## src/rtl/safety_island_pkg.sv

```systemverilog
// Shared types and register map for the safety island boot controller.
package safety_island_pkg;

  typedef enum logic [1:0] {
    BOOT_JTAG      = 2'b00,
    BOOT_PRELOADED = 2'b01
  } bootmode_e;

  localparam logic [11:0] REG_BOOT_ADDR   = 12'h000;
  localparam logic [11:0] REG_START       = 12'h004;
  localparam logic [11:0] REG_CORE_STATUS = 12'h008;
  localparam logic [11:0] REG_BOOTMODE    = 12'h00C;

  typedef enum logic [2:0] {
    ST_HOLD,
    ST_WAIT_START,
    ST_RUN,
    ST_DONE,
    ST_ERR
  } boot_state_e;

endpackage

```

## src/rtl/safety_island_boot_ctrl.sv

```systemverilog
// Safety island boot controller: register file plus boot sequencing FSM.
module safety_island_boot_ctrl
  import safety_island_pkg::*;
#(
  parameter logic [31:0] BaseAddr        = 32'h6000_0000,
  parameter logic [31:0] BootRomOffset   = 32'h0000_1000,
  parameter int unsigned ResetHoldCycles = 8
) (
  input  logic        clk_i,
  input  logic        rst_ni,
  input  logic [1:0]  bootmode_i,
  input  logic        reg_req_i,
  input  logic        reg_we_i,
  input  logic [11:0] reg_addr_i,
  input  logic [31:0] reg_wdata_i,
  output logic        reg_gnt_o,
  output logic        reg_rvalid_o,
  output logic [31:0] reg_rdata_o,
  output logic        reg_err_o,
  output logic        core_rst_no,
  output logic        fetch_en_o,
  output logic [31:0] boot_addr_o,
  output logic        eoc_o,
  output logic [30:0] exit_code_o,
  output logic        boot_err_o
);

  // Sum wraps modulo 2^32 by construction of the 32-bit result.
  localparam logic [31:0] JtagAddr = BaseAddr + BootRomOffset;
  localparam logic [7:0]  HoldLast = 8'(ResetHoldCycles - 1);

  boot_state_e state_q, state_d;
  logic [7:0]  hold_cnt_q;
  logic [1:0]  bootmode_q;
  logic [31:0] boot_addr_reg_q, boot_addr_q, core_status_q;
  logic        start_pending_q;
  logic        rvalid_q, err_q;
  logic [31:0] rdata_q;

  logic        mapped, wr, rd, hold_last, run_entry;
  logic [31:0] rd_mux;

  assign reg_gnt_o    = reg_req_i;
  assign reg_rvalid_o = rvalid_q;
  assign reg_rdata_o  = rdata_q;
  assign reg_err_o    = err_q;
  assign boot_addr_o  = boot_addr_q;
  assign eoc_o        = core_status_q[31];
  assign exit_code_o  = core_status_q[30:0];

  // Address decode and read mux; misaligned offsets simply never match.
  always_comb begin
    mapped = 1'b1;
    rd_mux = '0;
    case (reg_addr_i)
      REG_BOOT_ADDR:   rd_mux = boot_addr_reg_q;
      REG_START:       rd_mux = {31'b0, start_pending_q};
      REG_CORE_STATUS: rd_mux = core_status_q;
      REG_BOOTMODE:    rd_mux = {30'b0, bootmode_q};
      default:         mapped = 1'b0;
    endcase
    wr = reg_req_i && reg_we_i && mapped;
    rd = reg_req_i && !reg_we_i && mapped;
  end

  // Next-state and core control outputs.
  always_comb begin
    state_d     = state_q;
    core_rst_no = 1'b0;
    fetch_en_o  = 1'b0;
    boot_err_o  = 1'b0;
    hold_last   = (hold_cnt_q == HoldLast);
    case (state_q)
      ST_HOLD: begin
        if (hold_last) begin
          case (bootmode_e'(bootmode_i))
            BOOT_JTAG:      state_d = ST_RUN;
            BOOT_PRELOADED: state_d = ST_WAIT_START;
            default:        state_d = ST_ERR;
          endcase
        end
      end
      ST_WAIT_START: begin
        core_rst_no = 1'b1;
        if (start_pending_q) state_d = ST_RUN;
      end
      ST_RUN: begin
        core_rst_no = 1'b1;
        fetch_en_o  = 1'b1;
        if (core_status_q[31]) state_d = ST_DONE;
      end
      ST_DONE: begin
        core_rst_no = 1'b1;
        fetch_en_o  = 1'b1;
      end
      default: boot_err_o = 1'b1;
    endcase
    run_entry = (state_d == ST_RUN) && (state_q != ST_RUN);
  end

  // State, register file and response pipeline; register writes land after
  // the FSM's own updates so a coinciding write always takes effect.
  always_ff @(posedge clk_i) begin
    if (!rst_ni) begin
      state_q         <= ST_HOLD;
      hold_cnt_q      <= '0;
      bootmode_q      <= '0;
      boot_addr_reg_q <= BaseAddr;
      boot_addr_q     <= BaseAddr;
      core_status_q   <= '0;
      start_pending_q <= 1'b0;
      rvalid_q        <= 1'b0;
      rdata_q         <= '0;
      err_q           <= 1'b0;
    end else begin
      state_q <= state_d;
      if (state_q == ST_HOLD && !hold_last) hold_cnt_q <= hold_cnt_q + 8'd1;
      if (state_q == ST_HOLD && hold_last)  bootmode_q <= bootmode_i;
      if (run_entry) begin
        // Only the Jtag path goes straight from HOLD to RUN.
        boot_addr_q     <= (state_q == ST_HOLD) ? JtagAddr : boot_addr_reg_q;
        start_pending_q <= 1'b0;
      end
      if (wr) begin
        case (reg_addr_i)
          REG_BOOT_ADDR:   boot_addr_reg_q <= reg_wdata_i;
          REG_START:       if (reg_wdata_i[0]) start_pending_q <= 1'b1;
          REG_CORE_STATUS: core_status_q <= reg_wdata_i;
          default: ;
        endcase
      end
      rvalid_q <= reg_req_i;
      rdata_q  <= rd ? rd_mux : '0;
      err_q    <= reg_req_i && !mapped;
    end
  end

endmodule

```

## config.mk

```make
export PLATFORM = sky130hd
export DESIGN_NAME = safety_island_boot_ctrl
export DESIGN_NICKNAME = d
export VERILOG_FILES = /design/src/rtl/safety_island_pkg.sv /design/src/rtl/safety_island_boot_ctrl.sv
export SDC_FILE = /design/constraint.sdc
export NUM_CORES = 1
export LEC_CHECK = 0
export BUFFER_PORTS_ARGS = -buffer_cell sky130_fd_sc_hd__buf_4
export CELL_PAD_IN_SITES_DETAIL_PLACEMENT = 0
export CELL_PAD_IN_SITES_GLOBAL_PLACEMENT = 1
export CORE_MARGIN = 2
export CORE_UTILIZATION = 35
export CTS_CLUSTER_DIAMETER = 30
export DETAILED_ROUTE_END_ITERATION = 10
export GPL_TIMING_DRIVEN = 0
export PLACE_DENSITY = 0.76
export SYNTH_ARGS = -nofsm -noshare
export SYNTH_HDL_FRONTEND = slang
export SYNTH_SLANG_ARGS = --single-unit
```

## constraint.sdc

```tcl
create_clock -name clk_i -period 1.8 [get_ports clk_i]
set_input_delay 0.18 -clock clk_i [delete_from_list [all_inputs] [get_ports clk_i]]
set_output_delay 0.18 -clock clk_i [all_outputs]
set_load 0.01 [all_outputs]
```

==> results of run 1 <==
## per-stage QoR
step / setup slack (ns) / setup TNS [ns] / utilization [%] / instances
3_3_place_gp: -0.439 / -31.96 / 44.7 / 998
4_1_cts: -0.330 / -9.34 / 49.8 / 1048
6_report: -0.159 / -4.06 / 50.0 / 1045
2_1_floorplan: -0.0508 / -1.45 / - / 633
5_1_grt: -0.226 / -6.15 / 50.0 / 1045
3_5_place_dp: -0.481 / -37.21 / 44.7 / 998
## state kept, by name, summed over array words and instances, names as in the netlist
signal and flops:
reg_rvalid_o 1, state_q 3, reg_err_o 1, bootmode_q 2, boot_addr_o 32, core_status_q 32, start_pending_q 1, hold_cnt_q 8
boot_addr_reg_q 32, reg_rdata_o 32
## per-layer routing
layer  GRT usage, %  up-vias
met5              0        -
met4           6.70        0
met3           6.33       16
met2           33.4      167
met1           24.9     2456
li1               -     2487
## cell type report
| type | instances | area (um2) | share of cell area [%] |
|---|---|---|---|
| sequential | 144 | 2890 | 36.5 |
| multi-input combinational | 437 | 2600 | 32.8 |
| clock buffer | 25 | 495 | 6.26 |
| buffer | 49 | 294 | 3.72 |
| tap | 216 | 270 | 3.42 |
| inverter | 2 | 7.51 | 0.0949 |
| clock inverter | 6 | 80.1 | 1.01 |
| timing repair buffer | 166 | 1270 | 16.1 |
## cells by family after synthesis
kind of cell	synth area share, %
buffers and inverters	5.10
XOR/XNOR	1.08
multiplexers	6.40
flip-flops	50.9
AO/OA/AOI/OAI	14.4
adder cells (fa/ha/maj)	0.221
AND/OR/NAND/NOR	21.9
## cells in the mapped netlist, drive strengths merged (2+ instances only)
cell      n
nand2   195
a31oi     4
clkbuf   34
or3       2
nand3     6
nor3      4
mux2i    34
buf      16
xnor2     5
and2      9
a21oi     4
a22oi    30
nor2b    12
o21a      3
and4      2
nor2     39
a21boi   62
inv       2
nor4      5
xor2      2
nand4     6
dfxtp   144
and3      2
## repair_timing
item	4_1_cts	5_1_grt
setup endpoints to repair	44	99
pin swaps	5	6
endpoints found under the hold margin	2	0
hold buffers	2	0
gates resized for setup	14	24
gates cloned	2	0
buffers inserted	16	3
## power by group through the flow
stage | clock network (uW) | logic [uW] | registers [uW]
6_report | 3440 | 259 | 3210
2_1_floorplan | 0 | 93.8 | 3280
4_1_cts | 3500 | 252 | 3210
3_3_place_gp | 0 | 232 | 3280
3_5_place_dp | 0 | 236 | 3280
5_1_grt | 3650 | 278 | 3210
## tightest hold or removal path, stage by stage
cell                       delay, ns
sky130_fd_sc_hd__buf_4          0.11
sky130_fd_sc_hd__nand2_1        0.05
sky130_fd_sc_hd__a21boi_1       0.05
## worst max path at each step
stage / from / to / slack, ns / cells past startpoint
5_1_grt: hold_cnt_q[0] / boot_addr_o[21] / -0.23 / 8
3_5_place_dp: reg_addr_i[11] / reg_rdata_o[21] / -0.48 / 7
2_1_floorplan: hold_cnt_q[0] / boot_addr_o[0] / -0.05 / 8
6_report: hold_cnt_q[0] / boot_addr_o[13] / -0.16 / 8
3_3_place_gp: reg_addr_i[11] / reg_rdata_o[15] / -0.44 / 7
4_1_cts: hold_cnt_q[1] / boot_addr_o[7] / -0.33 / 9
==> flow_results.org, run 1 <==
** Status
- The run finished, with violations left.
- The checks that failed: negative setup slack.

** Power and ir drop
- The clock network accounts for 49.8% of the total power.
- Dividing total power by cell area gives a power density of 874 nW/um2.
- Logic pwr share :: 3.7%
- Total power for the finished layout comes to 6910 uW.
- The analysis attributes to cell leakage a power of 0.00302 uW.
- In this run, flip-flops and latches consume 46.5% of the power.
- Int Power :: 5510 uW
- Net switching is 20.4% of the power.
- Max VDD drop :: 0.000650 V
- Reported net switching power :: 1410 uW

** Clocking
- The clock tree synthesis step divided the H-tree into 4 levels.
- Number of buffers on the longest clock path :: 2
- The clock net in this run drives a total of 144 sinks.
- Reg clk slew, reported paths :: 0.06 ns
- Total clock buffers created by CTS :: 17
- TritonCTS built the clock tree.
- Clock tree root buffer cell :: sky130_fd_sc_hd__clkbuf_16
- Insertion delay of the later-clocked pin in the worst-skew pair :: 0.42 ns

** STA
- Final number of hold-violating endpoints :: 0
- Post-route clock period utilization :: 109%
- On the final layout, the worst hold slack is 0.0170 ns.
- After layout, the worst setup slack is -0.159 ns.
- Static timing analysis puts the maximum clock frequency at 0.511 GHz.
- Max-slew headroom :: 61.0%
- Largest clock skew in the final design :: 0.00641 ns
- Setup repair after global routing could not meet its margin everywhere.
- Final max-slew violation count :: 0
- Counting I/O delays and the setup requirement, the final critical path takes 1.96 ns.
- Setup violators final :: 34
- Tightest Pin Transition :: 0.585 ns

** Global route
- After global routing the overflow that remains totals 0.
- Entering global routing, the biggest net connects 17 pins.
- Number of global-route vias before repair :: 5158
- For this run, the total global-route usage over all layers was measured as 20.2%.
- The first global-routing pass estimated 27200 um of wire.
- Number of antenna violations at the first check in global routing :: 0

** Placed design
- At the end of routability-driven placement, the weighted congestion stood at 0.875.
- Once placement finished, the instance area stood at 7070 um2.
- Estimated wirelength of the detail-placed design :: 12300 um
- Buffers placed on the I/O ports in this run total 149.

** Die
- The floorplan has 46 rows.
- The die is 131 um tall.
- I/O pin total :: 152
- The die is 131 um wide.
- Starting utilization of the core area :: 35.8%
- The region available for standard cell placement spans 15800 um2.
- The floorplan step defined a die boundary enclosing 17200 um2.

** Yosys
- Synthesis Warnings :: 0
- The number of nets in the synthesized netlist is 684.
- After synthesis, the share of flip-flops with an asynchronous set or reset is 0%.
- For this run, the leading register cell type out of synthesis is sky130_fd_sc_hd__dfxtp_1.
- Sequential area share after synthesis :: 50.9%
- After synthesis the netlist holds a flip-flop and latch count of 144.
- The synthesized netlist occupies a cell area of 5670 um2.
- Post-synth top area share :: 50.9%
- Instance count of the mapped netlist :: 633
- Post-synth EDFFs :: 0
- In this run the mean area of a mapped cell was 8.95 um2.
- Number of distinct library cells after synthesis :: 44
- Biggest area consumer among synthesized cells :: sky130_fd_sc_hd__dfxtp_1
- In the post-synthesis netlist, the biggest area contributors are sky130_fd_sc_hd__dfxtp_1 (51%), sky130_fd_sc_hd__nand2_1 (13%), sky130_fd_sc_hd__mux2i_1 (6.0%).

** Layout
- Number of nets in the layout :: 868
- The finished cells cover 7910 um2.
- The repair_antennas step left the layout with diodes totalling 0.
- Most common cell after layout, fill and taps aside :: sky130_fd_sc_hd__nand2_1
- Compared with the post-synthesis result, the final layout area differs by 39.6%.
- Fill cells in the final layout number 1486.
- The post-route netlist has 28.5% of its cells at a drive strength greater than 1.
- In the layout the commonest cells are sky130_fd_sc_hd__nand2_1 (194), sky130_fd_sc_hd__buf_4 (161), sky130_fd_sc_hd__dfxtp_1 (141).

** Flow run
- Across the run, the number of max-cap violations was 0.

** Detailed routing
- Post-detailed-route DRC marker count :: 0
- Routed length on met3 :: 1140 um
- The count of nets left with antenna violations once routing finished came out at 0.
- In the detailed route, the total length drawn on met2 is 8240 um.
- The detailed router finished its first iteration with 288 violations.
- In this run the top signal layer used is met4.
- Using the TritonRoute via totals, the vias-per-cell ratio works out to 4.91.
- Final Routed Wirelength :: 17300 um
- Routed vias :: 5126
- In the final routed layout, each cell accounts on average for 16.6 um.
- TritonRoute pass-1 iters :: 4
- In the final routing, the length of wire on met1 measures 7640 um.

** Worst setup path
- The signal on the critical path passes through ha_4, and4bb_2, nand2_4, o41ai_4, o2111a_1, buf_12, buf_12, mux2i_1.
- Crit start category :: register
- Total buffers and inverters traversed by the critical path :: 2
- The worst setup path is captured at a register.
- Setup Crit Path Kind :: register to register
- Endpoint of the worst-slack reg-to-reg timing path :: boot_addr_o[13]
- Launch instance of the worst register-to-register path :: hold_cnt_q[0]
- At the worst endpoint, the arrival time is 2.30 ns.
- The number of cells on the worst reg-to-reg path is 8.
- Among cell families on the critical path, the largest total delay comes from compound AO/OA/AOI/OAI gates.
- STA puts the critical path data required time at 2.14 ns.
- Largest stage delay on the critical path :: 0.36 ns
- Register-to-register path setup slack :: -0.16 ns
- Standard cell with the maximum stage delay on the critical path :: sky130_fd_sc_hd__dfxtp_4
- Highest net fanout along the worst path :: 10
- Most numerous cell on the critical path :: sky130_fd_sc_hd__buf_12

** Min path
- The worst hold path terminates at boot_addr_reg_q[31].
- The worst hold path belongs to the class input pin to register.
- Worst Min Path Start :: reg_wdata_i[31]
- Hold Path Cell Cnt :: 3
(Power assumes the default switching activity.)
==> inputs of run 2 (changes only) <==
- CORE_UTILIZATION: 35 -> 30
- PLACE_DENSITY: 0.76 -> 0.66
==> flow_results.org, run 2 (synthesized netlist as in run 1, its figures left out) <==
** Layout
- The library cells used most frequently in the layout, excluding fill and tap cells, are sky130_fd_sc_hd__nand2_1 (194), sky130_fd_sc_hd__buf_4 (160), sky130_fd_sc_hd__dfxtp_1 (141).
- Number of nets in the layout :: 879
- Compared with the post-synthesis result, the final layout area differs by 42.5%.
- The count of cells in the finished layout, fillers not included, comes to 1074.
- Final-layout fill cell count :: 1851
- The number of antenna diodes in the final layout is 0.
- The library cell used most frequently in the layout, excluding fill and tap cells, is sky130_fd_sc_hd__nand2_1.
- Fraction of layout cells with a size suffix above 1 :: 28.9%

** Placed design
- Worst-case setup slack after placement :: -0.537 ns
- Estimated wirelength of the detail-placed design :: 12300 um
- At the end of routability-driven placement, the weighted congestion stood at 0.765.
- Including well taps, the total number of placed cells is 1016.
- Port buffering added 149 buffers.

** Power and ir drop
- Summed over all cells, the static leakage comes to 0.00310 uW.
- Power spread over the standard cell area amounts to 876 nW/um2.
- Max VDD drop :: 0.000645 V
- Final Power :: 7070 uW

** Global route
- Total GRT Usage :: 17.5%
- The number of global-route vias before repair came to 4888.
- Entering global routing, the biggest net connects 17 pins.
- Overflow after GRT :: 0
- Number of antenna violations at the first check in global routing :: 0
- The first global-routing pass estimated 26600 um of wire.

** Clocking
- TritonCTS clock tree :: done
- After clock tree synthesis, the clock-pin slew on the worst setup and hold paths is 0.06 ns.
- The later pin in the worst-skew pair is clocked with a latency of 0.43 ns.
- Total clock buffers created by CTS :: 17
- H-Tree Level Count :: 4
- Number of sinks on the clock net :: 144
- Clock tree root buffer cell :: sky130_fd_sc_hd__clkbuf_16
- Number of buffers on the longest clock path :: 2

** Detailed routing
- DRT iter0 DRCs :: 236
- Once detail routing completed, the nets flagged for antenna violations numbered 0.
- After detailed routing, the number of vias per cell comes to 4.72.
- Post-detailed-route DRC marker count :: 0
- For this block, the via count after detailed routing is 5067.
- TritonRoute pass-1 iters :: 5
- Post-DR wirelength/cell :: 16.3 um
- The final layout contains routed wiring with a total length of 17500 um.

** Worst setup path
- R2r worst-path depth :: 6
- For the worst setup path, the data required time is 2.11 ns.
- STA classifies the critical path endpoint as a register.
- The worst setup path is of the register to register kind.
- Crit start category :: register
- In this run the worst path has a maximum fanout of 8.
- For the worst setup path, the data arrival time is 2.38 ns.

** STA
- Final number of hold-violating endpoints :: 0
- Max-slew headroom :: 60.2%
- Largest clock skew in the final design :: 0.00864 ns
- Final setup slack of the worst path :: -0.271 ns
- Setup violations remaining at the end of the flow were counted as 33.
- Tightest Pin Transition :: 0.593 ns
- The smallest clock period supported by the final layout is computed as 2.07 ns.
- The max-slew violation count was 0.
- Max frequency :: 0.483 GHz
- RSZ-0062 raised after global routing :: true
- Post-route clock period utilization :: 115%

** Status
- The checks that failed: negative setup slack.
- The flow ran to the end, but the final reports show violations.

** Die
- Total Die Area :: 20000 um2
- Die width :: 141 um
- In this run the vertical extent of the chip is 141 um.
- 152 I/O pins were placed.
- Starting utilization of the core area :: 30.4%
- After floorplanning, the core was divided into 50 placement rows.
- The core region is 18600 um2.

** Min path
- The worst hold path was traced through 3 stages.
- The worst hold path belongs to the class input pin to register.

** Flow run
- Max-cap violations in this run came to 0.
==> run 2: area by class of cell <==
cell class	instances	area [um2]	share of cell area [%]
Buffer	49	310	3.84
Clock buffer	23	498	6.17
Clock inverter	8	103	1.27
Inverter	2	7.51	0.0930
Multi-Input combinational cell	437	2570	31.8
Sequential cell	144	2890	35.8
Tap cell	234	293	3.63
Timing Repair Buffer	177	1410	17.4
==> run 2: report_power, final <==
part           switching, uW  internal [uW]
combinational            128            154
clock                   1360           2220
sequential              9.48           3200
==> run 2: what timing repair did <==
item	CTS	global route
setup endpoints to repair	53	119
resized for setup	13	31
setup buffers	6	5
gates cloned	1	1
hold buffers	15	0
endpoints found under the hold margin	15	0
pin swaps	1	0
==> run 2: layer usage <==
layer	up-vias	track usage [%]	wire [um]
li1	2500	-	-
met1	2392	22.7	7940
met4	0	5.05	195
met2	158	29.0	8440
met5	-	0	0
met3	17	4.15	950
==> run 2: worst paths after layout <==
| kind | slack [ns] | start | to |
|---|---|---|---|
| worst max-delay path | -0.27 | hold_cnt_q[4] | boot_addr_o[12] |
| worst max register to register | -0.27 | hold_cnt_q[4] | boot_addr_o[12] |
| worst min-delay path | 0.02 | reg_wdata_i[15] | boot_addr_reg_q[15] |
| worst min register to register | 0.46 | boot_addr_o[17] | boot_addr_o[17] |
==> run 2: critical path, cell delays in order (launching register included) <==
cell	delay, ns
sky130_fd_sc_hd__dfxtp_1	0.38
sky130_fd_sc_hd__nor3_1	0.53
sky130_fd_sc_hd__a31oi_1	0.21
sky130_fd_sc_hd__o2111a_1	0.30
sky130_fd_sc_hd__buf_12	0.17
sky130_fd_sc_hd__buf_4	0.13
sky130_fd_sc_hd__o221a_4	0.24
==> run 2: through the flow <==
| step | hold slack [ns] | utilization, % | TNS (ns) | instance area [um2] |
|---|---|---|---|---|
| 2_1_floorplan | 0.301 | - | -1.45 | 5680 |
| 3_3_place_gp | 0.414 | 38.1 | -33.99 | 7090 |
| 3_5_place_dp | 0.420 | 38.1 | -39.97 | 7090 |
| 4_1_cts | 0.000346 | 42.6 | -6.32 | 7950 |
| 5_1_grt | 0.00984 | 43.3 | -8.97 | 8080 |
| 6_report | 0.0152 | 43.3 | -6.11 | 8080 |
==> inputs of run 3 (changes only) <==
- PLACE_DENSITY: 0.66 -> 0.78
==> flow_results.org, run 3 (synthesized netlist as in run 1, its figures left out) <==
** Status
- The run finished, with violations left.
- Violations in the final reports :: negative setup slack

** Layout
- The library cell used most frequently in the layout, excluding fill and tap cells, is sky130_fd_sc_hd__nand2_1.
- Cells with a size suffix above 1 make up 29.3% of the layout.
- Number of inserted diodes :: 0
- For this run, the post-layout net count is 875.
- After filler insertion, the fill cell instance count of the layout stands at 1867.
- With fillers left out, the area of the finished cells amounts to 8090 um2.
- The top cell types in the final layout, fill and taps aside, are sky130_fd_sc_hd__nand2_1 (194), sky130_fd_sc_hd__buf_4 (159), sky130_fd_sc_hd__dfxtp_1 (140).
- Layout overhead on the synthesized area :: 42.7%
- Leaving out filler cells and counting taps, the final layout contains 1069.

** Detailed routing
- TritonRoute pass-1 iters :: 4
- After detailed routing, the number of remaining DRC violations is 0.
- The final route contains 5025 vias.
- DRT iter0 DRCs :: 256
- Uppermost metal layer occupied by signal nets :: met4
- Avg Vias per Cell :: 4.70
- The final layout contains routed wiring with a total length of 17900 um.
- In the final routing, the length of wire on met1 measures 8340 um.
- Post-DR wirelength/cell :: 16.8 um
- Routed length on met2 :: 8310 um
- Summed over all nets, wire length on met3 after detailed routing comes to 996 um.
- Number of nets with antenna violations after detailed routing :: 0

** Die
- The die is 141 um wide.
- Total Die Area :: 20000 um2
- Core Region :: 18600 um2
- I/O pin total :: 152
- Chip Height :: 141 um
- Rows :: 50
- The initial utilization of the core area, before any placement, comes to 30.4%.

** Worst setup path
- Worst path depth :: 8
- R2r worst-path depth :: 8
- Standard cell with the maximum stage delay on the critical path :: sky130_fd_sc_hd__dfxtp_2
- Highest net fanout along the worst path :: 7
- The worst setup path is of the register to register kind.
- In this design, the stage delay of the slowest critical-path cell is 0.35 ns.
- The number of buffers and inverters on the critical path is 3.
- Data arrives at the worst endpoint at 2.28 ns.
- STA puts the critical path data required time at 2.11 ns.
- STA classifies the critical path startpoint as a register.
- The worst setup path is captured at a register.
- Chain of cells forming the critical path :: ha_4, and4bb_2, buf_4, a31oi_4, o2111a_1, buf_12, buf_6, o221a_2
- Top delay family on crit path :: compound AO/OA/AOI/OAI gates

** Power and ir drop
- Sw Share :: 20.8%
- Final Power :: 7280 uW
- Per report_power, the clock group accounts for 52.1% of the total.
- Logic pwr share :: 3.8%
- Internal power comes to 5770 uW.
- Proportion of power drawn by flip-flops and latches :: 44.1%
- Leakage :: 0.00308 uW
- Power spread over the standard cell area amounts to 899 nW/um2.
- In this run the power spent charging and discharging nets is 1510 uW.
- The worst-case IR drop observed on VDD is 0.000731 V.

** Placed design
- Placed Area :: 7090 um2
- The number of placed instances, taps included, is 1016.
- Worst-case setup slack after placement :: -0.553 ns
- Estimated wirelength of the detail-placed design :: 12000 um
- Number of buffer cells added on primary ports :: 149
- The congestion estimate from routability-driven global placement came to 0.800.

** STA
- The worst path in the final design needs a cycle of 1.97 ns, including I/O delays and setup.
- Across the routed clock network, the largest skew measured is 0.0138 ns.
- Post-route clock period utilization :: 110%
- Final setup slack of the worst path :: -0.174 ns
- Setup repair after global routing could not meet its margin everywhere.
- Max-slew headroom :: 57.7%
- At the pin with the least slew margin, the transition time is 0.634 ns.
- Setup violations remaining at the end of the flow were counted as 33.
- Final number of hold-violating endpoints :: 0
- The max-slew violation count is 0.
- Max frequency :: 0.507 GHz

** Min path
- The worst hold path passes through 3 cells.
- The tightest min-delay check is of the input pin to register type.

** Clocking
- Clock tree root buffer cell :: sky130_fd_sc_hd__clkbuf_16
- TritonCTS built the clock tree.
- Reg clk slew, reported paths :: 0.06 ns
- Total clock buffers created by CTS :: 17
- Number of sinks on the clock net :: 144
- Insertion delay of the later-clocked pin in the worst-skew pair :: 0.43 ns
- CTS built an H-tree with a depth of 4.
- Counting along the longest clock path gives a buffer depth of 2.

** Global route
- The first global-routing pass estimated 27100 um of wire.
- Overflow after GRT :: 0
- Global routing used 18.0% of the available tracks.
- Number of antenna violations at the first check in global routing :: 0
- Number of global-route vias before repair :: 4929
- Largest net degree at the start of global routing :: 17

** Flow run
- Max-capacitance violation count :: 0
[run 3: cell types whose count changed in the layout (fill, tap and decap cells not counted), sizes merged]
cell         change
clkinv           -2
clkbuf           -2
dlygate4sd3      -4
clkinvlp         +1
bufinv           +2
[run 3: layer usage]
layer | vias to the layer above | GRT usage, %
met1 | 2353 | 23.6
met2 | 161 | 28.8
met5 | - | 0
li1 | 2494 | -
met3 | 17 | 4.86
met4 | 0 | 6.00
[run 3: final timing paths]
kind	from	to	slack [ns]
max reg2reg	hold_cnt_q[0]	boot_addr_o[12]	-0.17
min reg2reg	boot_addr_o[16]	boot_addr_o[16]	0.46
max	hold_cnt_q[0]	boot_addr_o[12]	-0.17
min	reg_wdata_i[7]	boot_addr_reg_q[7]	0.01
[run 3: through the flow]
stage | hold slack [ns] | util, % | setup TNS [ns]
global route | 0.0110 | 43.4 | -7.38
global placement | 0.411 | 38.1 | -37.56
CTS | 0.000119 | 42.6 | -6.80
detailed placement | 0.410 | 38.1 | -36.65
finish | 0.0121 | 43.4 | -4.31
floorplan | 0.301 | - | -1.45
[run 3: final cells by class]
class	count	area, um2	share of cell area (%)
buffer	49	305	3.77
clock buffer	21	470	5.82
clock inverter	9	156	1.93
inverter	2	7.51	0.0928
multi-input combinational	437	2580	32.0
sequential	144	2890	35.7
tap	234	293	3.62
timing repair buffer	173	1390	17.1
[run 3: worst reg2reg max path: stages (launching register included)]
cell,delay [ns]
sky130_fd_sc_hd__dfxtp_2,0.35
sky130_fd_sc_hd__ha_4,0.14
sky130_fd_sc_hd__and4bb_2,0.27
sky130_fd_sc_hd__buf_4,0.17
sky130_fd_sc_hd__a31oi_4,0.10
sky130_fd_sc_hd__o2111a_1,0.29
sky130_fd_sc_hd__buf_12,0.17
sky130_fd_sc_hd__buf_6,0.13
sky130_fd_sc_hd__o221a_2,0.26
[run 3: timing repair]
item                                    CTS  global route
gates cloned                              1             2
endpoints found under the setup margin   53            93
hold buffers                             10             1
endpoints found under the hold margin    10             1
buffers inserted                          9             2
resized for setup                        14            26
pin swaps                                 4             3
[run 3: power groups by stage]
| stage | Clock [uW] | Combinational (uW) | Sequential [uW] |
|---|---|---|---|
| final | 3790 | 280 | 3210 |
| after global routing | 3990 | 302 | 3210 |
| after CTS | 3840 | 274 | 3210 |
| after detailed placement | 0 | 242 | 3280 |
| after global placement | 0 | 241 | 3280 |
| after floorplan | 0 | 93.8 | 3280 |
